$ cat src/rtl/dma_block_device.sv
// Block-transfer I/O device feeding the cycle-stealing DMA controller.
// Periodically fills a DEPTH-beat buffer with deterministic data, raises an
// interrupt, then serves registered offset-addressed beats until the DMA
// controller strobes completion.
module dma_block_device #(
    parameter int unsigned          WORD_SIZE     = 16,
    parameter int unsigned          BURST         = 4,
    parameter int unsigned          DEPTH         = 3,
    parameter int unsigned          OFFSET_W      = 2,
    parameter int unsigned          FIRE_INTERVAL = 2443,
    parameter int unsigned          INT_CYCLES    = 10,
    parameter int unsigned          NUM_XFERS     = 2,
    parameter logic [WORD_SIZE-1:0] SEED          = 16'h1000
) (
    input  logic                       clk,
    input  logic                       reset_n,
    input  logic [OFFSET_W-1:0]        offset,
    input  logic                       rd_en,
    input  logic                       xfer_done,
    output logic                       interrupt,
    output logic [BURST*WORD_SIZE-1:0] data,
    output logic                       data_valid,
    output logic                       overrun,
    output logic [7:0]                 xfer_count
);

    localparam int unsigned DW    = BURST * WORD_SIZE;
    localparam int unsigned CNT_W = $clog2(FIRE_INTERVAL);
    localparam int unsigned INT_W = (INT_CYCLES > 1) ? $clog2(INT_CYCLES) : 1;

    localparam logic [CNT_W-1:0]     FireLast   = CNT_W'(FIRE_INTERVAL - 1);
    localparam logic [INT_W-1:0]     IntLast    = INT_W'(INT_CYCLES - 1);
    localparam logic [OFFSET_W:0]    DepthLim   = (OFFSET_W + 1)'(DEPTH);
    localparam logic [WORD_SIZE-1:0] XferStride = WORD_SIZE'(DEPTH * BURST);

    typedef enum logic [1:0] {StIdle, StAssert, StServe, StDone} state_e;

    state_e               state_q, state_d;
    logic [CNT_W-1:0]     cnt_q;
    logic [INT_W-1:0]     icnt_q;
    logic [WORD_SIZE-1:0] xfer_idx_q;
    logic [7:0]           xfer_count_q;
    logic                 overrun_q;
    logic [DW-1:0]        buf_q [DEPTH];
    logic [DW-1:0]        fill  [DEPTH];
    logic [DW-1:0]        data_q;
    logic                 data_valid_q;

    logic                 fire;
    logic                 done_hit;
    logic                 last_xfer;
    logic [7:0]           xfer_count_inc;
    logic [WORD_SIZE-1:0] fill_base;

    // The interval counter is frozen in DONE, so no fire can occur there.
    assign fire           = (state_q != StDone) && (cnt_q == FireLast);
    assign done_hit       = xfer_done && ((state_q == StAssert) || (state_q == StServe));
    assign xfer_count_inc = (xfer_count_q == 8'hFF) ? 8'hFF : xfer_count_q + 8'd1;
    assign last_xfer      = (NUM_XFERS != 0) && ({24'd0, xfer_count_inc} == NUM_XFERS);

    // State register
    always_ff @(posedge clk or negedge reset_n) begin
        if (!reset_n) state_q <= StIdle;
        else          state_q <= state_d;
    end

    // Next-state logic; completion takes priority over read/timeout exits
    always_comb begin
        state_d = state_q;
        case (state_q)
            StIdle:   if (fire) state_d = StAssert;
            StAssert: begin
                if (xfer_done)                         state_d = last_xfer ? StDone : StIdle;
                else if (rd_en || (icnt_q == IntLast)) state_d = StServe;
            end
            StServe:  if (xfer_done) state_d = last_xfer ? StDone : StIdle;
            StDone:   state_d = StDone;
            default:  state_d = StIdle;
        endcase
    end

    // Outputs
    always_comb begin
        interrupt  = (state_q == StAssert);
        data       = data_q;
        data_valid = data_valid_q;
        overrun    = overrun_q;
        xfer_count = xfer_count_q;
    end

    // Free-running fire interval counter
    always_ff @(posedge clk or negedge reset_n) begin
        if (!reset_n)               cnt_q <= '0;
        else if (state_q != StDone) cnt_q <= fire ? '0 : cnt_q + CNT_W'(1);
    end

    // Cycles spent with interrupt high; cleared outside ASSERT
    always_ff @(posedge clk or negedge reset_n) begin
        if (!reset_n)                  icnt_q <= '0;
        else if (state_q == StAssert)  icnt_q <= icnt_q + INT_W'(1);
        else                           icnt_q <= '0;
    end

    // Transfer bookkeeping and sticky overrun
    always_ff @(posedge clk or negedge reset_n) begin
        if (!reset_n) begin
            xfer_count_q <= '0;
            xfer_idx_q   <= '0;
            overrun_q    <= 1'b0;
        end else begin
            if (done_hit) begin
                xfer_count_q <= xfer_count_inc;
                xfer_idx_q   <= xfer_idx_q + WORD_SIZE'(1);
            end
            // A fire coinciding with completion still counts as missed.
            if (fire && (state_q != StIdle)) overrun_q <= 1'b1;
        end
    end

    // Fill pattern for the current transfer index
    always_comb begin
        fill_base = SEED + xfer_idx_q * XferStride;
        for (int unsigned b = 0; b < DEPTH; b++) begin
            for (int unsigned w = 0; w < BURST; w++) begin
                fill[b][w*WORD_SIZE +: WORD_SIZE] = fill_base + WORD_SIZE'(b * BURST + w);
            end
        end
    end

    // Buffer load on a fire that starts a new transfer
    always_ff @(posedge clk or negedge reset_n) begin
        if (!reset_n) begin
            for (int unsigned b = 0; b < DEPTH; b++) buf_q[b] <= '0;
        end else if (fire && (state_q == StIdle)) begin
            for (int unsigned b = 0; b < DEPTH; b++) buf_q[b] <= fill[b];
        end
    end

    // Registered read port; out-of-range offsets return zero, invalid
    always_ff @(posedge clk or negedge reset_n) begin
        if (!reset_n) begin
            data_q       <= '0;
            data_valid_q <= 1'b0;
        end else if (rd_en) begin
            if ({1'b0, offset} < DepthLim) begin
                data_q       <= buf_q[offset];
                data_valid_q <= 1'b1;
            end else begin
                data_q       <= '0;
                data_valid_q <= 1'b0;
            end
        end else begin
            data_valid_q <= 1'b0;
        end
    end

endmodule

$ cat config.mk
export PLATFORM = sky130hd
export DESIGN_NAME = dma_block_device
export DESIGN_NICKNAME = d
export VERILOG_FILES = /design/src/rtl/dma_block_device.sv
export SDC_FILE = /design/constraint.sdc
export NUM_CORES = 1
export LEC_CHECK = 0
export BUFFER_PORTS_ARGS = -buffer_cell sky130_fd_sc_hd__buf_2
export CORE_AREA = 8 8 150 152
export CTS_BUF_LIST = sky130_fd_sc_hd__clkbuf_16
export DETAILED_ROUTE_END_ITERATION = 16
export DIE_AREA = 0 0 158 160
export GPL_ROUTABILITY_DRIVEN = 0
export GPL_TIMING_DRIVEN = 0
export SYNTH_ARGS = -nofsm -noshare
export SYNTH_HDL_FRONTEND = slang
export SYNTH_SLANG_ARGS = --single-unit
$ cat constraint.sdc
create_clock -name clk -period 5.29 [get_ports clk]
set_input_delay 0.529 -clock clk [delete_from_list [all_inputs] [get_ports clk]]
set_output_delay 0.529 -clock clk [all_outputs]
set_load 0.02 [all_outputs]
== After elaboration in Yosys (flattened, before gate mapping) ==
Cells that the tools add are included.
Cells by class
  reductions and logical operators: 9
  multiply operators: 1
  equality and inequality tests: 11
  shift-type cells: 0
  $add $sub $neg: 16
  $lt $le $gt $ge: 2
  mux-type cells: 15
  bitwise operators: 1
  div/mod/pow operators: 0
Operator list (count)
  $mux 64: 3
  $bmux 64 s2: 1
  $add 16x3->16 const B: 4
  $add 16x4->16 const B: 4
  $add 16x1->16 const B: 2
  $add 16x2->16 const B: 2
  $add 13x16->16 const A: 1
  $mul 16x2->14 const B: 1
  $add 12x1->12 const B: 1
  $eq 12x12->1 const B: 1
  $mux 12: 1
  $mux 2: 5
  $add 8x1->8 const B: 1
  $eq 8x2->1 const B: 1
  $eq 8x8->1 const B: 1
  $mux 8: 1
  $pmux 2 s4: 1
  $ne 2x2->1 const B: 3
  $add 4x1->4 const B: 1
  $eq 2x2->1 const B: 2
  $eq 4x4->1 const B: 1
  $logic_and 1x1->1: 4
  $mux 4: 1
  $ge 3x3->1 const B: 1
  9 further kinds: 11
Word-level totals
  bits in read-only memories: 0
  register bits: 300
  memories kept: 0
  output and inout port bits: 75
  bits in latches: 0
  logic and storage cells: 66
  RAM bits: 0
  input port bits: 6

== Depth between registers and ports, before layout ==
  depth in word-level cells: 6
  depth in mapped cells: 11
  mapped depth without buffers: 10

== Worst setup path after synthesis ==
Ideal clock, no wire load.
  path kind: reg-to-reg
  start: reg xfer_idx_q[0]
  end: reg buf_q[62] (netlist bit)
  buffers on the path: 1
  required time: 5.160 ns
  slack: 2.407 ns
  arrival time: 2.753 ns
  setup time: 0.130 ns
  stages on the path, launching flop included: 12
  clock period less this slack: 2.883 ns
  cell sequence: dfrtp_1 -> ha_1 -> fa_1 -> a211oi_2 -> nor4_1 -> or3b_1 -> and4_1 -> buf_6 -> and4_4 -> a211oi_2 -> xor2_1 -> o21ai_1
On the way
  cells in the longest elaborated chain, start to end: 3
RTL lines
  from (decl): RTL line 41  | logic [WORD_SIZE-1:0] xfer_idx_q;
  from (signal assigned): RTL line 113  | xfer_idx_q <= xfer_idx_q + WORD_SIZE'(1);
  $mul 16x2->14: RTL line 122  | fill_base = SEED + xfer_idx_q * XferStride;
  $add 13x16->16: RTL line 122
  $add 16x4->16: RTL line 125  | fill[b][w*WORD_SIZE +: WORD_SIZE] = fill_base + WORD_SIZE'(b * BURST + w);
  to (decl): RTL line 44  | logic [DW-1:0] buf_q [DEPTH];
No other way between the ends.
A chain may end at the register's enable or synchronous reset.

== Worst setup path in the final report ==
  start: reg xfer_idx_q[0]
  end: reg buf_q[126] (netlist bit)
On the way
  cells in the longest elaborated chain, start to end: 3
RTL lines (RTL line)
  $mul 16x2->14: 122
  $add 13x16->16: 122
  $add 16x3->16: 125
No other way between the ends.

==> metrics <==
Power Density 389.1 mW/mm2; Initial Utilization 0.2947; post-synthesis sequential area ratio 0.4195; drt via density roughly 4.5; core outline area ~0.020 mm2; Slowest-stage cell, CP dfrtp_1; Avg Inst Size Synth about 9.3 um2; Critical Path Fanout Max 8; Max Fclk approximately 320 MHz; DRC viols 0; Worst Clk Skew about 0.0084 ns; vias in the first global route between 4k and 5k; delay of the slowest critical-path stage 0.51 ns; clk slew on worst S/H paths around 0.07 ns; crit path cell chain ha_1 > fa_1 > a211oi_2 > nor2_1 > xor2_2 > and4_1 > buf_6 > nand4_2 > nand2b_1 > or3_1 > nand4_1; period utilization 0.5960; maxcap violations 0; ANT cells 0; post-CTS sizing 0; initial detailed-routing violation count 211; Final Net Count ~760; Final Max Tran Viols 0; clk root buf clkbuf_16; top-level port count between 80 and 90; Port Buffers 74; dpl hpwl 9.916 mm; Worst setup EP type flop; GRT Total Usage 0.1066; final worst setup slack between 2 and 2.5 ns; die area 0.02528 mm2; prevailing post-synth register cell dfrtp_1; first drt pass iteration count 4; drt total wl ~13 mm; initial antenna violation count 0; post-synthesis cell type count 67; vias about 4.5k; # fillers roughly 2.1k; global route overflow 0; run status completed; H-tree Lvls 3; post-CTS setup buffer count 0; Post-Synthesis Cells about 640; Setup Viol. Count Final 0; first-pass GRT wire length approximately 22 mm; Worst IR Drop VDD 0.2542 mV; Mapped Area between 0.005 and 0.006 mm2; routed len/inst 13.28 um; cts-stage hold buffer count 0; area delta synth->final 17.37%; clock sink total 99; unrepaired setup endpoints after global routing no; Setup crit start kind flop; largest cells by area after synthesis dfrtp_1, buf_4, nand2_1, ha_1, xnor2_1; Final Hold Fails 0; synth warn 0; Synth top cells by count dfrtp_1, nand2_1, nor2_1; most common cell in the netlist dfrtp_1; ys async rst share 1.000; chip height 160 um; Place WS about 2.1 ns; final hold slack ~0.16 ns; post-synth top area cell dfrtp_1; kind of critical path flop to flop; Core Util, Final 0.3459; largest net degree at the start of global routing 63; Worst Path Required 5.57 ns; ANT nets after route 0; Period minus WS final ~3.2 ns; clk_lat worst skew between 0.3 and 0.4 ns; Leak 3.319 nW; CTS tree done; CTS buffer count 9; setup_tns 0 ns; top cell type's share of synthesized area 0.4195; hold crit path type input pin to asynchronous set/reset pin; Worst EP arrival around 3.4 ns; row count 52; Slew headroom 0.4468; worst-case clock buffer depth 2; chip width roughly 160 um; register bit count reported by yosys 99; EDFF count, synth 0; Least-Margin Pin Slew slightly above 0.8 ns; fraction of layout cells with a size suffix above 1 0.2298
worst max-delay path: cells and delay by family (launching register included):
| family | cells | cell delay (ns) |
|---|---|---|
| buffers and inverters | 1 | 0.13 |
| and+or+nand+nor | 6 | 1.08 |
| DFF | 1 | 0.51 |
| adders and majority gates | 2 | 0.73 |
| xor gates and xnor gates | 1 | 0.36 |
| AOI/OAI and AO/OA | 1 | 0.27 |
final timing paths:
check | to | slack [ns] | startpoint | cells past startpoint
max in group asynchronous | buf_q[60] | 4.45 | reset_n | 2
setup reg to reg | buf_q[126] | 2.14 | xfer_idx_q[0] | 11
hold / removal | cnt_q[8] | 0.16 | reset_n | 1
min in group clk | overrun | 0.47 | overrun | 1
hold reg to reg | overrun | 0.47 | overrun | 1
setup / recovery | buf_q[126] | 2.14 | xfer_idx_q[0] | 11
layer usage:
layer / wire, um / track usage / up-vias
li1: - / - / 2295
met1: 6276 / 0.1428 / 2101
met2: 5940 / 0.1681 / 102
met3: 875 / 0.02213 / 14
met4: 199 / 0.03388 / 0
met5: 0 / 0 / -
cells in the final DEF (no fill, tap or decap), drive strengths merged, types with 14 or more instances in the layout:
| cell type | instances |
|---|---|
| a21oi | 50 |
| buf | 128 |
| clkbuf | 27 |
| dfrtp | 99 |
| ha | 24 |
| inv | 21 |
| mux2i | 14 |
| nand2 | 83 |
| nand3 | 20 |
| nor2 | 61 |
| o21ai | 28 |
| xnor2 | 35 |
| xor2 | 24 |
power by group:
group	leakage, nW	internal, mW	total (mW)	switching (mW)
Sequential	1.31	0.858	0.997	0.139
Clock	0.127	0.322	0.628	0.306
Combinational	1.89	0.413	1.07	0.659
Total	3.32	1.59	2.70	1.10
final cells by class:
| type | instances | area, um2 | share of cell area |
|---|---|---|---|
| Buffer | 71 | 466.7 | 0.06733 |
| Clock buffer | 9 | 225.2 | 0.03249 |
| Clock inverter | 7 | 51.30 | 0.007401 |
| Inverter | 19 | 71.32 | 0.01029 |
| Multi-Input combinational cell | 451 | 2902 | 0.4186 |
| Sequential cell | 99 | 2477 | 0.3574 |
| Tap cell | 270 | 337.8 | 0.04874 |
| Timing Repair Buffer | 75 | 400.4 | 0.05776 |
per-stage QoR:
stage               total power, mW  std cells  area, um2
global route                  2.897       1001       6932
CTS                           2.737       1001       6932
floorplan                     1.799        640       5917
detailed placement            2.093        985       6655
finish                        2.697       1001       6932
global placement              2.070        984       6625
logic make-up (layout without fill, tap and decap cells):
logic type                 Yosys count  count (layout)  share of synthesized area
and+or+nand+nor                    231             231                     0.1869
adders and majority gates           25              25                    0.05424
xor gates and xnor gates            59              59                    0.09258
buffers and inverters               90             181                    0.09110
other                                1               4                  0.0006350
AOI/OAI and AO/OA                  117             117                     0.1295
DFF                                 99              99                     0.4195
muxes                               15              15                    0.02563
flip-flops by register name (all words and copies together), names as in the netlist:
register and cells:
xfer_idx_q 14, state_q 2, data 15, xfer_count 8, icnt_q 4, cnt_q 12
buf_q 42, data_valid 1, overrun 1
Power figures use the tool's default switching activity.
